[src/rtl/pipe_skid_reg_pkg.sv]
// Shared types and constants for the skid-buffered pipeline stage register.
// State encoding and the RV32I NOP used as the default flush bubble.
package pipe_skid_reg_pkg;

    typedef enum logic [1:0] {
        StEmpty = 2'd0,
        StFull  = 2'd1,
        StSkid  = 2'd2
    } state_e;

    localparam logic [31:0] NopInstr = 32'h0000_0013;

endpackage

[src/rtl/pipe_skid_reg_register_nbit_cen.sv]
// N-bit register with clock enable, synchronous clear-to-value and async active-low reset.
// Clear takes priority over the enable.
module pipe_skid_reg_register_nbit_cen #(
    parameter int unsigned       WIDTH   = 32,
    parameter logic [WIDTH-1:0] RST_VAL = '0
) (
    input  logic             Clk,
    input  logic             Rst_n,
    input  logic             En,
    input  logic             Clear,
    input  logic [WIDTH-1:0] Clr_val,
    input  logic [WIDTH-1:0] D,
    output logic [WIDTH-1:0] Out
);

    logic [WIDTH-1:0] val_d, val_q;

    always_comb begin
        val_d = val_q;
        if (Clear) begin
            val_d = Clr_val;
        end else if (En) begin
            val_d = D;
        end
    end

    always_ff @(posedge Clk or negedge Rst_n) begin
        if (!Rst_n) begin
            val_q <= RST_VAL;
        end else begin
            val_q <= val_d;
        end
    end

    assign Out = val_q;

endmodule

[src/rtl/pipe_skid_reg.sv]
// Pipeline stage register with valid/ready handshake and a two-entry skid buffer.
// In_ready decodes the state flop only, so no combinational path from Out_ready.
module pipe_skid_reg
    import pipe_skid_reg_pkg::*;
#(
    parameter int unsigned       WIDTH     = 32,
    parameter logic [WIDTH-1:0] RESET_VAL = '0,
    parameter logic [31:0]      FLUSH_VAL = NopInstr,
    parameter int unsigned       CNT_W     = 16
) (
    input  logic             Clk,
    input  logic             Rst_n,
    input  logic [WIDTH-1:0] D,
    input  logic             In_valid,
    output logic             In_ready,
    input  logic             Flush,
    output logic [WIDTH-1:0] Out,
    output logic             Out_valid,
    input  logic             Out_ready,
    output logic [CNT_W-1:0] Stall_count
);

    localparam logic [WIDTH-1:0] FlushValW = WIDTH'(FLUSH_VAL);

    state_e           state_d, state_q;
    logic             in_fire, out_fire;
    logic             main_en, skid_en;
    logic [WIDTH-1:0] main_din, skid_out;
    logic [CNT_W-1:0] stall_d, stall_q;

    assign In_ready  = (state_q != StSkid);
    assign Out_valid = (state_q != StEmpty);
    assign in_fire   = In_valid & In_ready;
    assign out_fire  = Out_valid & Out_ready;

    always_comb begin
        state_d  = state_q;
        main_en  = 1'b0;
        skid_en  = 1'b0;
        main_din = D;
        unique case (state_q)
            StEmpty: begin
                if (in_fire) begin
                    state_d = StFull;
                    main_en = 1'b1;
                end
            end
            StFull: begin
                if (in_fire && out_fire) begin
                    main_en = 1'b1;
                end else if (in_fire) begin
                    state_d = StSkid;
                    skid_en = 1'b1;
                end else if (out_fire) begin
                    state_d = StEmpty;
                end
            end
            StSkid: begin
                // Skid entry is the younger one; it moves up once main drains.
                if (out_fire) begin
                    state_d  = StFull;
                    main_en  = 1'b1;
                    main_din = skid_out;
                end
            end
            default: state_d = StEmpty;
        endcase
        if (Flush) begin
            state_d = StEmpty;
        end
    end

    always_comb begin
        stall_d = stall_q;
        if (Out_valid && !Out_ready && (stall_q != {CNT_W{1'b1}})) begin
            stall_d = stall_q + CNT_W'(1);
        end
    end

    always_ff @(posedge Clk or negedge Rst_n) begin
        if (!Rst_n) begin
            state_q <= StEmpty;
            stall_q <= '0;
        end else begin
            state_q <= state_d;
            stall_q <= stall_d;
        end
    end

    pipe_skid_reg_register_nbit_cen #(
        .WIDTH   (WIDTH),
        .RST_VAL (RESET_VAL)
    ) u_main (
        .Clk     (Clk),
        .Rst_n   (Rst_n),
        .En      (main_en),
        .Clear   (Flush),
        .Clr_val (FlushValW),
        .D       (main_din),
        .Out     (Out)
    );

    pipe_skid_reg_register_nbit_cen #(
        .WIDTH   (WIDTH),
        .RST_VAL (RESET_VAL)
    ) u_skid (
        .Clk     (Clk),
        .Rst_n   (Rst_n),
        .En      (skid_en),
        .Clear   (Flush),
        .Clr_val (FlushValW),
        .D       (D),
        .Out     (skid_out)
    );

    assign Stall_count = stall_q;

endmodule

[config.mk]
export PLATFORM = sky130hd
export DESIGN_NAME = pipe_skid_reg
export DESIGN_NICKNAME = d
export VERILOG_FILES = /design/src/rtl/pipe_skid_reg_pkg.sv /design/src/rtl/pipe_skid_reg_register_nbit_cen.sv /design/src/rtl/pipe_skid_reg.sv
export SDC_FILE = /design/constraint.sdc
export NUM_CORES = 1
export LEC_CHECK = 0
export CAP_MARGIN = 20
export CORE_AREA = 2 2 95 97
export CTS_CLUSTER_DIAMETER = 50
export CTS_CLUSTER_SIZE = 28
export DETAILED_ROUTE_END_ITERATION = 10
export DIE_AREA = 0 0 97 99
export PLACE_DENSITY_LB_ADDON = 0.08
export SYNTH_ARGS = -nofsm -noshare
export SYNTH_HDL_FRONTEND = slang
export SYNTH_HIERARCHICAL = 1
export SYNTH_SLANG_ARGS = --single-unit
[constraint.sdc]
create_clock -name Clk -period 2.3 [get_ports Clk]
set_clock_uncertainty 0.05 [all_clocks]
set_input_delay 0.345 -clock Clk [delete_from_list [all_inputs] [get_ports Clk]]
set_output_delay 0.345 -clock Clk [all_outputs]
set_load 0.05 [all_outputs]
-- Word level (Yosys, flattened, before mapping)
Index checks and enable logic that the tools add are counted.
- bits in registers: 82
- latch bits: 0
- memory bits (writable): 0
- memory bits (read-only): 0
- input bits: 37
- logic and storage cells: 43
- memories kept: 0
- add/subtract/negate cells: 1
- $mul: 0
- div/mod/pow operators: 0
- $lt $le $gt $ge: 0
- equal/unequal tests: 8
- shift-type cells: 0
- mux-type cells: 19
- bitwise operators: 2
- reductions and logical operators: 9
- operators by type and width (cell ; count):
    2-to-1 mux 32 bit ; 6
    adder 16 x 1 -> 16 bit (second input constant) ; 1
    inequality test 16 bit (second input constant) ; 1
    2-to-1 mux 2 bit ; 6
    inequality test 3 bit (second input constant) ; 3
    case mux 2 bit (3 select lines) ; 1
    nonzero test 2 bit ; 3
    2-to-1 mux 1 bit ; 5
    inequality test 4 bit (second input constant) ; 1
    AND reduction 4 bit ; 1
    logical AND 1 bit ; 3
    case mux 1 bit (3 select lines) ; 1
    bitwise AND 1 bit ; 2
    == test 2 x 1 -> 1 bit (second input constant) ; 1
    == test 2 bit (second input constant) ; 1
    zero test 2 bit ; 1
    inequality test 2 bit (second input constant) ; 1
    zero test 1 bit ; 1

-- Longest topological paths before layout
- word-level depth: 7
- depth in mapped cells: 8
- gate-level depth less buffers: 5

-- Hierarchy
The synthesis kept the hierarchy.
- modules (own cells, without submodules) (module ; times used ; cells an instance ; area each (sq um) ; seq. area each (sq um)):
    pipe_skid_reg_register_nbit_cen ; 2 ; 139 ; 1515.2 ; 800.8
    pipe_skid_reg ; 1 ; 132 ; 1343.8 ; 450.4

-- Least setup slack after synthesis
OpenSTA, ideal clock, no wires.
- kind: reg-to-reg
- start: register stall_q[3], in the netlist Stall_count[3]
- end: register stall_q[1], in the netlist Stall_count[1]
- arrival time: 1880 ps
- required time: 2125 ps
- setup slack: 245 ps
- stages on the path, launching flop included: 5
- buffers on the path: 0
- period minus slack after synthesis: 2055 ps
- cells stage by stage: dfrtp_1 > nand4_1 > or4_4 > nand2_2 > mux2_4
- word-level cells in the longest chain between the ends: 2
- RTL lines (element ; RTL line ; source):
    from (decl) ; pipe_skid_reg.sv:29 ; logic [CNT_W-1:0] stall_d, stall_q;
    from (signal assigned) ; pipe_skid_reg.sv:86 ; stall_q <= stall_d;
    inequality test 16 bit ; pipe_skid_reg.sv:75 ; if (Out_valid && !Out_ready && (stall_q != {CNT_W{1'b1}})) begin
    logical AND 1 bit ; pipe_skid_reg.sv:75 ;
Every way passes these cells.
A chain may end at the register's enable or synchronous reset.

-- Worst setup path after layout
- start: register state_q[1]
- end: output port Out_valid
- word-level cells in the longest chain between the ends: 1
- RTL lines (element ; RTL line ; source):
    from (decl) ; pipe_skid_reg.sv:25 ; state_e state_d, state_q;
    from (signal assigned) ; pipe_skid_reg.sv:82 ; state_q <= StEmpty;
    from (signal assigned) ; pipe_skid_reg.sv:85 ; state_q <= state_d;
    nonzero test 2 bit ; pipe_skid_reg.sv:32 ; assign Out_valid = (state_q != StEmpty);
    to (decl) ; pipe_skid_reg.sv:18 ; output logic Out_valid,
Every way passes these cells.

==> insert_results.sql <==
INSERT INTO impl_metrics (metric_group, metric, value, unit) VALUES
('timing', 'finalSetupViolations', '0', ''),
('die', 'die_area', '9600', 'µm²'),
('drt', 'routedLengthMet1', '4320', 'µm'),
('worst_setup_path', 'critical_path_required', '1.90', 'ns'),
('drt', 'met3RoutedLength', '336', 'µm'),
('synth', 'yosys.cell_types.count', '37', ''),
('drt', 'detail_route.drc_violations', '0', ''),
('drt', 'avgRoutedWirePerCell', '13.5', 'µm'),
('timing', 'timing.slew.headroom', '58.6', '%'),
('timing', 'setup-tns-final', '0', 'ns'),
('grt', 'grt_use_total', '19.6', '%'),
('die', 'die-width', '97', 'µm'),
('worst_setup_path', 'critPathKind', 'reg -> out', ''),
('drt', 'vias', '3272', ''),
('clocking', 'h_tree_depth_reported_by_cts', '3', ''),
('drt', 'dr_wl_met2', '4270', 'µm'),
('worst_setup_path', 'capturing_element_type_of_the_critical_path', 'output port', ''),
('grt', 'first_global_vias', '3204', ''),
('synth', 'post_synth_edffs', '0', ''),
('clocking', 'worst_skew_pair.late_latency', '0.34', 'ns'),
('worst_setup_path', 'critPathMaxFanout', '6', ''),
('timing', 'timing_hold_violations_final', '0', ''),
('drt', 'top_layer', 'met4', ''),
('grt', 'grt_pass1_wl', '15500', 'µm'),
('hold_path', 'hold_class', 'in -> reg', ''),
('placement', 'preCtsSetupSlack', '0.139', 'ns'),
('drt', 'drt_first_iter_violations', '70', ''),
('drt', 'drt.antenna.violating_nets', '0', ''),
('placement', 'place_congestion', '0.810', ''),
('power', 'power.density_cell_area', '708', 'nW/µm²'),
('layout', 'final_nets', '594', ''),
('grt', 'grt_start_max_net_pins', '53', ''),
('outcome', 'status', 'complete, no violations', ''),
('layout', 'post-route-cell-area', '5790', 'µm²'),
('power', 'vdd_ir_drop_max', '0.393', 'mV'),
('power', 'cellLeakagePower', '2.54', 'nW'),
('timing', 'setup_ws', '0.0659', 'ns'),
('die', 'initial_core_util', '51.2', '%'),
('synth', 'syn-instance-count', '410', ''),
('placement', 'detailed_place_hpwl', '6090', 'µm'),
('synth', 'syn_avg_cell_area', '10.7', 'µm²'),
('worst_setup_path', 'worstSetupStartpointType', 'flip-flop', ''),
('layout', 'antenna_cells', '0', ''),
('synth', 'ys_seq_area_share', '46.9', '%'),
('timing', 'worst-slew-pin-transition', '0.620', 'ns'),
('layout', 'final-instance-count-excl-fill', '669', ''),
('layout', 'drive_above_1_share', '14.3', '%'),
('synth', 'synthesis.area', '4370', 'µm²'),
('layout', 'layout-area-overhead-vs-synth', '32.5', '%'),
('timing', 'maxSlewViolCount', '0', ''),
('synth', 'ys_seq_elements', '82', ''),
('placement', 'number_of_buffers_inserted_by_port_buffering', '86', ''),
('drt', 'finalWirelength', '9040', 'µm'),
('timing', 'finalCritPeriodShare', '97.1', '%'),
('timing', 'rsz0062_at_grt', 'no', ''),
('synth', 'yosysWarnings', '6', ''),
('clocking', 'clock-sinks', '82', ''),
('layout', 'fillerInstances', '692', ''),
('die', 'dieHeight', '99', 'µm'),
('job', 'drv_cap', '0', ''),
('drt', 'drtPass1Iterations', '4', ''),
('clocking', 'max-clock-path-buffers', '2', ''),
('die', 'fp.coreArea', '8550', 'µm²'),
('drt', 'route.detailed.vias_per_inst', '4.89', ''),
('clocking', 'clk_pin_slew_worst_paths', '0.07', 'ns'),
('die', 'std_cell_rows', '34', ''),
('worst_setup_path', 'cp.arrival', '1.84', 'ns'),
('placement', 'placedCellCount', '652', ''),
('die', 'io-pin-count', '87', ''),
('grt', 'antenna_found_initial', '0', ''),
('layout', 'layout.core_utilization', '67.8', '%'),
('clocking', 'tritoncts_clock_tree', 'done', ''),
('placement', 'postPlaceCellArea', '5550', 'µm²'),
('clocking', 'cts.repair_timing.setup_buffer_count', '0', ''),
('clocking', 'clock-root-buffer', 'sky130_fd_sc_hd__clkbuf_8', ''),
('clocking', 'tritoncts_buffers', '9', ''),
('synth', 'async_reset_ff_share', '100', '%'),
('timing', 'max_freq', '0.448', 'GHz'),
('synth', 'yosys_most_used_dff', 'sky130_fd_sc_hd__dfrtp_1', ''),
('grt', 'grt-ovfl-total', '0', ''),
('timing', 'finalWorstPathRequiredPeriod', '2.23', 'ns');
-- final timing paths --
path                                start  slack (ns)             end  cells after the start
min in group asynchronous           Rst_n        0.51  u_main/Out[23]                      2
max in group asynchronous           Rst_n        1.07  Stall_count[2]                      3
min reg2reg                Stall_count[0]        0.50  Stall_count[0]                      1
max                            state_q[1]        0.07       Out_valid                      2
max reg2reg                    state_q[1]        0.45  u_main/Out[22]                      7
min                                 Flush        0.42      state_q[0]                      2
-- cells in the mapped netlist, types with 5 or more instances --
library cell / n / area [µm²]
sky130_fd_sc_hd__dfrtp_1: 82 / 2050
sky130_fd_sc_hd__nor2_1: 6 / 22.5
sky130_fd_sc_hd__mux2i_1: 64 / 641
sky130_fd_sc_hd__buf_2: 18 / 90.1
sky130_fd_sc_hd__mux2_2: 34 / 383
sky130_fd_sc_hd__nor3_1: 5 / 25.0
sky130_fd_sc_hd__nand2_1: 73 / 274
sky130_fd_sc_hd__o21ai_0: 8 / 40.0
sky130_fd_sc_hd__buf_12: 6 / 120
sky130_fd_sc_hd__a21oi_1: 8 / 40.0
sky130_fd_sc_hd__o21ai_1: 56 / 280
-- logic make-up after synthesis --
family / share of synthesized area [%]
AO/OA/AOI/OAI: 10.4
XOR/XNOR: 1.40
adder cells (fa/ha/maj): 0.286
buffers and inverters: 5.58
flip-flops: 46.9
multiplexers: 23.7
other: 0.172
AND/OR/NAND/NOR: 11.6
-- state kept, by name (all words and copies together), names as in the netlist --
signal / flops
u_main/Out: 32
state_q: 2
u_skid/Out: 32
Stall_count: 16
-- worst max-delay path, stage by stage (launching register included) --
cell and delay (ns):
sky130_fd_sc_hd__dfrtp_1 0.46, sky130_fd_sc_hd__or2_2 0.34, sky130_fd_sc_hd__clkdlybuf4s50_1 0.71
-- final cells by class --
type	count	area [µm²]	share of cell area (%)
flip-flops and latches	82	2050	35.4
clock inverters	5	103	1.77
repair buffers	99	1040	18.0
well taps	108	135	2.33
multi-input cells	361	2320	40.1
inverters	3	11.3	0.194
clock buffers	11	131	2.27
-- stage by stage --
stage | total power, mW | hold slack (ns)
6_report | 4.10 | 0.417
5_1_grt | 4.32 | 0.457
4_1_cts | 4.15 | 0.431
3_5_place_dp | 2.91 | 0.360
3_3_place_gp | 2.88 | 0.361
2_1_floorplan | 2.51 | -0.000591
-- power breakdown --
group | internal (mW) | switching, mW | total [mW]
clock network | 0.721 | 0.506 | 1.23
registers | 1.60 | 0.125 | 1.72
logic | 0.454 | 0.697 | 1.15
-- layer usage --
metal / GRT usage [%] / vias up
li1: - / 1661
met1: 27.3 / 1541
met2: 31.1 / 62
met3: 3.76 / 8
met4: 6.28 / 0
met5: 0 / -
-- placed cells by master (no fill, tap or decap), drive strengths merged, types with 2 or more instances in the layout --
cell	synthesis	final
a41oi	2	2
o21ai	68	68
nor2b	4	4
nand2	74	74
nor2	6	6
dfrtp	82	82
buf	26	15
xor2	3	3
nor3b	2	2
mux2i	64	64
clkbuf	0	11
a21oi	8	8
conb	2	64
a31oi	2	2
inv	3	3
nor3	6	6
nand4	4	4
nand3	3	3
or3	2	2
or2	2	2
bufinv	0	3
xnor2	4	4
mux2	35	35
clkdlybuf4s50	0	83
nor4	2	2
-- what timing repair did --
action / in CTS / in global routing
hold buffers: 1 / 0
hold endpoints to repair: 44 / 0
gates resized for setup: 0 / 0
endpoints found under the setup margin: 0 / 0
(Power assumes the default switching activity.)
